<file path="config.mk">
export PLATFORM = sky130hd
export DESIGN_NAME = ps2_rx_port
export DESIGN_NICKNAME = d
export VERILOG_FILES = /design/src/rtl/ps2_rx_port_pkg.sv /design/src/rtl/ps2_rx_frame.sv /design/src/rtl/ps2_rx_port.sv
export SDC_FILE = /design/constraint.sdc
export NUM_CORES = 1
export LEC_CHECK = 0
export BUFFER_PORTS_ARGS = -buffer_cell sky130_fd_sc_hd__buf_4
export CAP_MARGIN = 20
export CORE_ASPECT_RATIO = 0.7
export CORE_UTILIZATION = 45
export CTS_CLUSTER_SIZE = 8
export DETAILED_ROUTE_END_ITERATION = 7
export GPL_TIMING_DRIVEN = 0
export HOLD_SLACK_MARGIN = 0.08
export PLACE_DENSITY = 0.63
export SETUP_SLACK_MARGIN = 0.15
export SYNTH_ARGS = -nofsm -noshare
export SYNTH_HDL_FRONTEND = slang
export SYNTH_HIERARCHICAL = 1
export SYNTH_SLANG_ARGS = --single-unit
</file>
<file path="constraint.sdc">
create_clock -name clk -period 2.23 [get_ports clk]
set_input_delay 0.1115 -clock clk [delete_from_list [all_inputs] [get_ports clk]]
set_output_delay 0.1115 -clock clk [all_outputs]
set_load 0.005 [all_outputs]
</file>
<file path="src/rtl/ps2_rx_port_pkg.sv">
`default_nettype none
// ============================================================================
// ps2_rx_port_pkg : shared port IDs, status bit map and FSM encoding
// Revision: 1.0
// ============================================================================
package ps2_rx_port_pkg;

  localparam logic [7:0] DEF_DATA_PORT   = 8'd3;
  localparam logic [7:0] DEF_STATUS_PORT = 8'd13;

  localparam int ST_NOT_EMPTY  = 0;
  localparam int ST_FULL       = 1;
  localparam int ST_OVERRUN    = 2;
  localparam int ST_PARITY_ERR = 3;
  localparam int ST_FRAME_ERR  = 4;

  localparam logic [1:0] S_IDLE   = 2'd0;
  localparam logic [1:0] S_DATA   = 2'd1;
  localparam logic [1:0] S_PARITY = 2'd2;
  localparam logic [1:0] S_STOP   = 2'd3;

  // PS/2 uses odd parity across the data byte plus the parity bit.
  function automatic logic odd_ones(input logic [7:0] b, input logic p);
    return ^{b, p};
  endfunction

endpackage
`default_nettype wire

</file>
<file path="src/rtl/ps2_rx_frame.sv">
`default_nettype none
// ============================================================================
// ps2_rx_frame : PS/2 pin synchroniser, clock filter, deframing FSM, timeout
// Revision: 1.0
// ============================================================================
module ps2_rx_frame
  import ps2_rx_port_pkg::*;
#(
  parameter int FILT_LEN    = 8,
  parameter int TIMEOUT_CYC = 20000
) (
  input  logic       clk,
  input  logic       reset,
  input  logic       ps2c,
  input  logic       ps2d,
  output logic [7:0] rx_byte,
  output logic       byte_ok,
  output logic       par_err,
  output logic       frm_err
);

  localparam int TW = $clog2(TIMEOUT_CYC + 1);

  logic [1:0]          ps2c_sync_q, ps2c_sync_d, ps2d_sync_q, ps2d_sync_d;
  logic [FILT_LEN-1:0] filt_q, filt_d;
  logic                clkf_q, clkf_d;
  logic [1:0]          state_q, state_d;
  logic [2:0]          bitcnt_q, bitcnt_d;
  logic [7:0]          shift_q, shift_d;
  logic                parity_q, parity_d;
  logic [TW-1:0]       tmo_q, tmo_d;
  logic                byte_ok_q, byte_ok_d, par_err_q, par_err_d, frm_err_q, frm_err_d;
  logic                fall, din, par_good;

  assign din = ps2d_sync_q[1];

  always_comb begin
    ps2c_sync_d = {ps2c_sync_q[0], ps2c};
    ps2d_sync_d = {ps2d_sync_q[0], ps2d};
    filt_d      = {filt_q[FILT_LEN-2:0], ps2c_sync_q[1]};
    clkf_d      = clkf_q;
    if (&filt_q)
      clkf_d = 1'b1;
    else if (~|filt_q)
      clkf_d = 1'b0;
  end

  assign fall = clkf_q & ~clkf_d;

  always_comb begin
    state_d   = state_q;
    bitcnt_d  = bitcnt_q;
    shift_d   = shift_q;
    parity_d  = parity_q;
    byte_ok_d = 1'b0;
    par_err_d = 1'b0;
    frm_err_d = 1'b0;
    par_good  = odd_ones(shift_q, parity_q);
    tmo_d     = (state_q == S_IDLE || fall) ? '0 : tmo_q + TW'(1);
    case (state_q)
      S_IDLE: begin
        if (fall && !din) begin
          state_d  = S_DATA;
          bitcnt_d = 3'd0;
        end
      end
      S_DATA: begin
        if (fall) begin
          shift_d  = {din, shift_q[7:1]};
          bitcnt_d = bitcnt_q + 3'd1;
          if (bitcnt_q == 3'd7)
            state_d = S_PARITY;
        end
      end
      S_PARITY: begin
        if (fall) begin
          parity_d = din;
          state_d  = S_STOP;
        end
      end
      default: begin
        if (fall) begin
          state_d   = S_IDLE;
          byte_ok_d = par_good & din;
          par_err_d = ~par_good;
          frm_err_d = ~din;
        end
      end
    endcase
    // A stalled frame is silently dropped so the next start bit resyncs.
    if (state_q != S_IDLE && !fall && tmo_q == TW'(TIMEOUT_CYC)) begin
      state_d = S_IDLE;
      tmo_d   = '0;
    end
  end

  always_ff @(posedge clk or posedge reset) begin
    if (reset) begin
      ps2c_sync_q <= 2'b11;
      ps2d_sync_q <= 2'b11;
      filt_q      <= '1;
      clkf_q      <= 1'b1;
      state_q     <= S_IDLE;
      bitcnt_q    <= 3'd0;
      shift_q     <= 8'h00;
      parity_q    <= 1'b0;
      tmo_q       <= '0;
      byte_ok_q   <= 1'b0;
      par_err_q   <= 1'b0;
      frm_err_q   <= 1'b0;
    end else begin
      ps2c_sync_q <= ps2c_sync_d;
      ps2d_sync_q <= ps2d_sync_d;
      filt_q      <= filt_d;
      clkf_q      <= clkf_d;
      state_q     <= state_d;
      bitcnt_q    <= bitcnt_d;
      shift_q     <= shift_d;
      parity_q    <= parity_d;
      tmo_q       <= tmo_d;
      byte_ok_q   <= byte_ok_d;
      par_err_q   <= par_err_d;
      frm_err_q   <= frm_err_d;
    end
  end

  assign rx_byte = shift_q;
  assign byte_ok = byte_ok_q;
  assign par_err = par_err_q;
  assign frm_err = frm_err_q;

endmodule
`default_nettype wire

</file>
<file path="src/rtl/ps2_rx_port.sv">
`default_nettype none
// ============================================================================
// ps2_rx_port : PS/2 keyboard receiver with PicoBlaze input-port FIFO/status
// Revision: 1.0
// ============================================================================
module ps2_rx_port
  import ps2_rx_port_pkg::*;
#(
  parameter logic [7:0] PS2_DATA_PORT   = DEF_DATA_PORT,
  parameter logic [7:0] PS2_STATUS_PORT = DEF_STATUS_PORT,
  parameter int         FIFO_AW         = 2,
  parameter int         FILT_LEN        = 8,
  parameter int         TIMEOUT_CYC     = 20000
) (
  input  logic       clk,
  input  logic       reset,
  input  logic       ps2c,
  input  logic       ps2d,
  input  logic [7:0] port_id,
  input  logic       read_strobe,
  output logic [7:0] data_out,
  output logic       rx_ready
);

  localparam int DEPTH = 2 ** FIFO_AW;

  logic [7:0]       rx_byte;
  logic             byte_ok, par_err, frm_err;
  logic [7:0]       mem_q [DEPTH];
  logic [FIFO_AW:0] wptr_q, wptr_d, rptr_q, rptr_d;
  logic             overrun_q, overrun_d, parity_err_q, parity_err_d;
  logic             frame_err_q, frame_err_d, rx_ready_q, rx_ready_d;
  logic             empty, full, data_rd, status_rd, pop, push;
  logic [7:0]       status;

  ps2_rx_frame #(
    .FILT_LEN    (FILT_LEN),
    .TIMEOUT_CYC (TIMEOUT_CYC)
  ) u_frame (
    .clk     (clk),
    .reset   (reset),
    .ps2c    (ps2c),
    .ps2d    (ps2d),
    .rx_byte (rx_byte),
    .byte_ok (byte_ok),
    .par_err (par_err),
    .frm_err (frm_err)
  );

  assign empty     = (wptr_q == rptr_q);
  assign full      = (wptr_q[FIFO_AW-1:0] == rptr_q[FIFO_AW-1:0]) && (wptr_q[FIFO_AW] != rptr_q[FIFO_AW]);
  assign data_rd   = read_strobe && (port_id == PS2_DATA_PORT);
  assign status_rd = read_strobe && (port_id == PS2_STATUS_PORT);
  assign pop       = data_rd && !empty;
  // A simultaneous pop frees the head slot, so a full FIFO still accepts.
  assign push      = byte_ok && (!full || pop);

  always_comb begin
    wptr_d       = wptr_q + {{FIFO_AW{1'b0}}, push};
    rptr_d       = rptr_q + {{FIFO_AW{1'b0}}, pop};
    overrun_d    = (byte_ok && full && !pop) || (overrun_q && !status_rd);
    parity_err_d = par_err || (parity_err_q && !status_rd);
    frame_err_d  = frm_err || (frame_err_q && !status_rd);
    rx_ready_d   = (wptr_d != rptr_d);
  end

  always_ff @(posedge clk or posedge reset) begin
    if (reset) begin
      wptr_q       <= '0;
      rptr_q       <= '0;
      overrun_q    <= 1'b0;
      parity_err_q <= 1'b0;
      frame_err_q  <= 1'b0;
      rx_ready_q   <= 1'b0;
    end else begin
      wptr_q       <= wptr_d;
      rptr_q       <= rptr_d;
      overrun_q    <= overrun_d;
      parity_err_q <= parity_err_d;
      frame_err_q  <= frame_err_d;
      rx_ready_q   <= rx_ready_d;
    end
  end

  always_ff @(posedge clk) begin
    if (push)
      mem_q[wptr_q[FIFO_AW-1:0]] <= rx_byte;
  end

  always_comb begin
    status                = 8'h00;
    status[ST_NOT_EMPTY]  = !empty;
    status[ST_FULL]       = full;
    status[ST_OVERRUN]    = overrun_q;
    status[ST_PARITY_ERR] = parity_err_q;
    status[ST_FRAME_ERR]  = frame_err_q;
    data_out              = 8'h00;
    if (port_id == PS2_DATA_PORT)
      data_out = empty ? 8'h00 : mem_q[rptr_q[FIFO_AW-1:0]];
    else if (port_id == PS2_STATUS_PORT)
      data_out = status;
  end

  assign rx_ready = rx_ready_q;

endmodule
`default_nettype wire

</file>
; ---- Word level (Yosys, flattened, before mapping)
; Memory sizes are Yosys's and may differ from the RTL's.
; Cells that the tools add are included.
[classes]
n_addsub = 4
eq_ne = 16
mux = 25
bitwise_logic = 5
n_reduce_logical = 36
[ops]
columns = op, count
row1 = $mux 15, 2
row2 = $mux 8, 2
row3 = $add 15x1->15 const B, 1
row4 = $eq 15x15->1 const B, 1
row5 = $logic_and 1x1->1, 13
row6 = $mux 2, 6
row7 = $mux 1, 10
row8 = $ne 3x1->1 const B, 3
row9 = $reduce_xor 9->1, 1
row10 = $eq 8x2->1 const B, 1
row11 = $eq 8x4->1 const B, 1
row12 = $reduce_and 8->1, 1
row13 = $reduce_or 8->1, 1
row14 = $add 3x1->3, 2
row15 = $logic_not 1->1, 6
row16 = $mux 3, 2
row17 = $pmux 2 s3, 1
row18 = $pmux 3 s2, 1
row19 = $logic_or 1x1->1, 5
row20 = $mux 5, 1
row21 = $reduce_and 5->1, 1
row22 = $reduce_and 2->1, 2
row23 = $reduce_bool 2->1, 2
row24 = $add 3x1->3 const B, 1
row25 = other kinds (16), 19
[word_totals]
register_bits = 55
ram_bits = 32
input_bits = 13
out_inout_bits = 9
word_cells = 105
memories = 1
[memory_table]
columns = memory, words, word_bits, rd, rd_ports_with_merged_regs, wr, line_no
row1 = mem_q, 4, 8, 1, 0, 1, ps2_rx_port.sv:29  ; logic [7:0] mem_q [DEPTH];

; ---- Depth between registers and ports, before layout
[logic_depth]
ltp_word = 10
ltp_mapped = 9
mapped_depth_nobuf = 8

; ---- By module
; The synthesis kept the hierarchy.
[modules_own_cells]
columns = mod, instances, cells_per_inst, area_each_um2, seq_area_each_um2
row1 = ps2_rx_frame, 1, 172, 2072.0, 1142.3
row2 = ps2_rx_port, 1, 109, 1843.0, 1211.2

; ---- Least setup slack after synthesis
; OpenSTA, ideal clock, no wires.
[synth_path]
path_type = reg2reg
startpoint = reg rptr_q[0]
endpoint = reg rx_ready_q (netlist: rx_ready)
setup_time_ns = 0.131
arrival_ns = 2.318
required_ns = 2.099
path_slack_ns = -0.220
stages_incl_launch_ff = 10
n_path_buf = 1
synth_period_minus_slack_ns = 2.450
cell_sequence = dfrtp_1 buf_6 xor2_1 nor3_1 a21oi_1 ha_1 ha_1 xor2_1 xor2_1 or3_1
[synth_via]
elab_chain_len = 7
[synth_rtl]
columns = item, line_no
row1 = from (decl), ps2_rx_port.sv:30  ; logic [FIFO_AW:0] wptr_q, wptr_d, rptr_q, rptr_d;
row2 = from (signal assigned), ps2_rx_port.sv:77  ; rptr_q <= rptr_d;
row3 = $eq 3x3->1 / $eq 2x2->1 (equally long branches), "ps2_rx_port.sv:50, ps2_rx_port.sv:51"
row4 = $logic_not 1->1 / $logic_and 1x1->1 (equally long branches), "ps2_rx_port.sv:54, ps2_rx_port.sv:51"
row5 = $logic_and 1x1->1 / $logic_not 1->1 (equally long branches), "ps2_rx_port.sv:54, ps2_rx_port.sv:56"
row6 = $logic_or 1x1->1 *, ps2_rx_port.sv:56  ; assign push = byte_ok && (!full || pop);
row7 = $logic_and 1x1->1 *, ps2_rx_port.sv:56
row8 = $add 3x1->3 *, ps2_rx_port.sv:59  ; wptr_d = wptr_q + {{FIFO_AW{1'b0}}, push};
row9 = net wptr_d[2], ps2_rx_port.sv:30
row10 = $ne 3x3->1 *, ps2_rx_port.sv:64  ; rx_ready_d = (wptr_d != rptr_d);
row11 = net rx_ready_d, ps2_rx_port.sv:32  ; logic frame_err_q, frame_err_d, rx_ready_q, rx_ready_d;
row12 = to (signal assigned), ps2_rx_port.sv:81  ; rx_ready_q <= rx_ready_d;
row13 = to (decl), ps2_rx_port.sv:32
; Mark *: on every way through the listed nets, which the timed path passes. The rest lies on a longest branch.
; A chain may end at the register's enable or synchronous reset.

; ---- Worst setup path after layout
[layout_path]
startpoint = reg rptr_q[1]
endpoint = reg rx_ready_q (netlist: rx_ready)
[layout_lines]
columns = item, line_no
row1 = $eq 3x3->1, ps2_rx_port.sv:50  ; assign empty = (wptr_q == rptr_q);
row2 = $logic_not 1->1, ps2_rx_port.sv:54  ; assign pop = data_rd && !empty;
row3 = $logic_and 1x1->1, ps2_rx_port.sv:54
row4 = $add 3x1->3 *, ps2_rx_port.sv:60  ; rptr_d = rptr_q + {{FIFO_AW{1'b0}}, pop};
row5 = net rptr_d[1], ps2_rx_port.sv:30
row6 = $ne 3x3->1 *, ps2_rx_port.sv:64
row7 = net rx_ready_d, ps2_rx_port.sv:32
; Marks and branches as above.

==> results.toml <==
[status]
status = "completed"

[yosys]
synth_cell_type_count = 49
synth_edf_count = 32
synthesis.area_mm2 = 0.00392
ys.warnings.count = 6
yosysMostFrequentCell = "dfrtp_1"
synth_top_cell_area_share = 0.268
synthTopCellsByCount = "dfrtp_1 (42), edfxtp_1 (32), inv_1 (19), nor2_1 (17), xor2_1 (15)"
async_flop_share = 0.632
avgSynthCellArea_um2 = 13.9
ys_ff_latch = 87
syn_nets = 306
synthTopCellsByArea = "dfrtp_1 (27%), edfxtp_1 (25%), dfstp_2 (8.7%), mux4_2 (4.6%), ha_1 (3.8%)"
syn_inst = 281
synth_ff_type = "dfrtp_1"
yosysTopAreaCell = "dfrtp_1"
seq_area_frac_synth = 0.601

[die]
rows = 28
die_y_um = 80.0
die-area_mm2 = 0.00908
start_util = 0.464
pin_count = 22
design.core.area_mm2 = 0.00844
dieWidth_um = 113

[sta]
clock_skew_ns = 0.00509
worstMarginPinSlew_ns = 0.654
rsz0062_at_grt = "true"
post-route-period-util = 0.988
period_needed_ns = 2.20
finalSetupViolCount = 0
fmax_mhz = 454
hold_viol = 0
setup_ws_ns = 0.0272
fin_setup_tns_ns = 0
maxSlewHeadroom = 0.564
slew_viol_final = 0

[power]
p_comb_frac = 0.039
p_leak_nw = 1.91
ir_worst_vdd_mv = 0.421
clock_power_share = 0.435
swShare = 0.223
pwr-share-seq = 0.526
p_int_mw = 2.50
switching_power_mw = 0.718
powerDensity_mw_per_mm2 = 679
p_total_mw = 3.22

[route]
wirelength_mm = 7.31
wl_per_cell_um = 16.3
firstDrtPassIters = 4
drc = 0
drt_iter0_drc = 115
viasPerCell = 5.29
num_vias = 2370
ant_nets = 0

[clocking]
clk_pin_slew_ns = 0.06
cts_root_buf = "clkbuf_16"
cts.sinks = 87
cts_made_buffers = 9
cts_tree = "yes"
clockBufferDepth = 2
cts-htree-levels = 3
insertion_delay_ns = 0.34

[run]
drv_cap = 0

[place]
gp_congestion = 0.766
post-place-ws_ns = -0.285
dpl_cell_area_mm2 = 0.00433
place_hpwl_mm = 5.07
portBuffers = 21

[critical_path]
crit_top_cell = "ha_2"
cp_num_buf_inv = 1
worstPathMaxFanout = 5
critPathCaptureType = "register"
cp_top_family = "simple AND/OR/NAND/NOR gates"
slowest_delay_ns = 0.41
critPathLaunchType = "register"
cpMaxStageDelayCell = "dfrtp_1"
crit_chain = "buf_8 > xor2_4 > nor3b_4 > nor3_2 > ha_2 > ha_2 > xor2_1 > or3_1"
arrival_ns = 2.42
cp.required_ns = 2.44
critPathKind = "reg2reg"

[global_route]
grt_max_degree = 32
grt_pass1_wl_mm = 11.5
grt_pass1_vias = 2194
antenna_found_initial = 0
grt_use_total = 0.173
overflow = 0

[layout]
fin_util = 0.561
drive_gt1_frac = 0.332
num_antenna_cells = 0
fillers = 684
multi_input_area_mm2 = 0.00156
nets = 348
fin_area_mm2 = 0.00474
area_delta_synth_final_pct = 21.1
final-seq-area_mm2 = 0.00236

[min_path]
hp-class = "in2reg"
[final timing paths]
path	depth (start not counted)	from	endpoint	slack, ns
setup reg to reg	8	rptr_q[1]	rx_ready	0.03
setup / recovery	8	rptr_q[1]	rx_ready	0.03
min in group asynchronous	3	reset	u_frame/bitcnt_q[2]	0.31
hold / removal	3	read_strobe	overrun_q	0.16
hold reg to reg	0	u_frame/ps2d_sync_q[0]	u_frame/ps2d_sync_q[1]	0.36
max in group asynchronous	4	reset	u_frame/ps2c_sync_q[0]	1.37
[routing by layer]
layer	wire, um	track usage	vias to the layer above
met4	79	0.0513	0
met2	3100	0.230	33
met1	3890	0.268	1207
li1	-	-	1121
met3	237	0.0478	9
met5	0	0	-
[cell type report]
type / count / share of cell area
Timing Repair Buffer: 31 / 0.0528
Tap cell: 120 / 0.0317
Buffer: 7 / 0.0135
Inverter: 19 / 0.0150
Clock buffer: 9 / 0.0475
Clock inverter: 7 / 0.0124
Sequential cell: 87 / 0.497
Multi-Input combinational cell: 168 / 0.330
[sequential cells by signal, summed over array words and instances (netlist names)]
| signal | count |
|---|---|
| rptr_q | 3 |
| overrun_q | 1 |
| u_frame/clkf_q | 1 |
| u_frame/bitcnt_q | 3 |
| u_frame/ps2c_sync_q | 2 |
| mem_q | 32 |
| u_frame/ps2d_sync_q | 2 |
| u_frame/tmo_q | 15 |
| frame_err_q | 1 |
| u_frame/par_err | 1 |
| parity_err_q | 1 |
| u_frame/rx_byte | 8 |
| wptr_q | 3 |
| u_frame/state_q | 2 |
| u_frame/byte_ok | 1 |
| rx_ready | 1 |
| u_frame/parity_q | 1 |
| u_frame/filt_q | 8 |
| u_frame/frm_err | 1 |
[cell usage in the layout, fill, tap and decap left out, types with 3 or more instances in the layout]
cell type / instances
a21oi_2: 3
and3_1: 3
buf_4: 28
clkbuf_16: 9
clkinv_4: 4
dfrtp_1: 39
dfrtp_2: 3
dfstp_2: 13
dlygate4sd3_1: 3
edfxtp_1: 32
ha_1: 8
ha_2: 4
inv_1: 18
mux2_4: 8
mux4_2: 8
nand2_1: 9
nand3_1: 9
nand4_1: 12
nor2_1: 17
nor3b_1: 6
nor4_1: 3
nor4_4: 3
nor4b_1: 3
o21ai_0: 11
o32ai_1: 4
or3_1: 3
xnor2_1: 10
xor2_1: 11
[worst min-delay path: cells and delay by family]
family          cells  cell delay, ns
compound gates      1            0.14
buf+inv             2            0.20
[what timing repair did]
item / in CTS / in global routing
hold buffers: 3 / 0
pin swaps: 1 / 4
resized for setup: 2 / 13
setup buffers: 2 / 2
gates cloned: 0 / 0
hold endpoints to repair: 26 / 0
endpoints found under the setup margin: 16 / 25
[power groups by stage]
stage | clock, mW | sequential (mW) | combinational [mW]
after floorplan | 0 | 1.72 | 0.0682
after global placement | 0 | 1.72 | 0.109
after detailed placement | 0 | 1.72 | 0.115
after CTS | 1.44 | 1.69 | 0.122
after global routing | 1.50 | 1.70 | 0.139
final | 1.40 | 1.69 | 0.126
[stage by stage]
step                      instances  hold WS [ns]
after floorplan                 281       -0.0483
after global placement          422         0.139
after detailed placement        425         0.118
after CTS                       446         0.145
after global routing            448         0.172
final                           448         0.156
[logic make-up after synthesis]
| group | synth area share |
|---|---|
| AOI/OAI and AO/OA | 0.0511 |
| xor gates and xnor gates | 0.0639 |
| adders and majority gates | 0.0383 |
| buffers and inverters | 0.0304 |
| DFF | 0.601 |
| muxes | 0.0821 |
| and+or+nand+nor | 0.133 |
(Power assumes the default switching activity.)
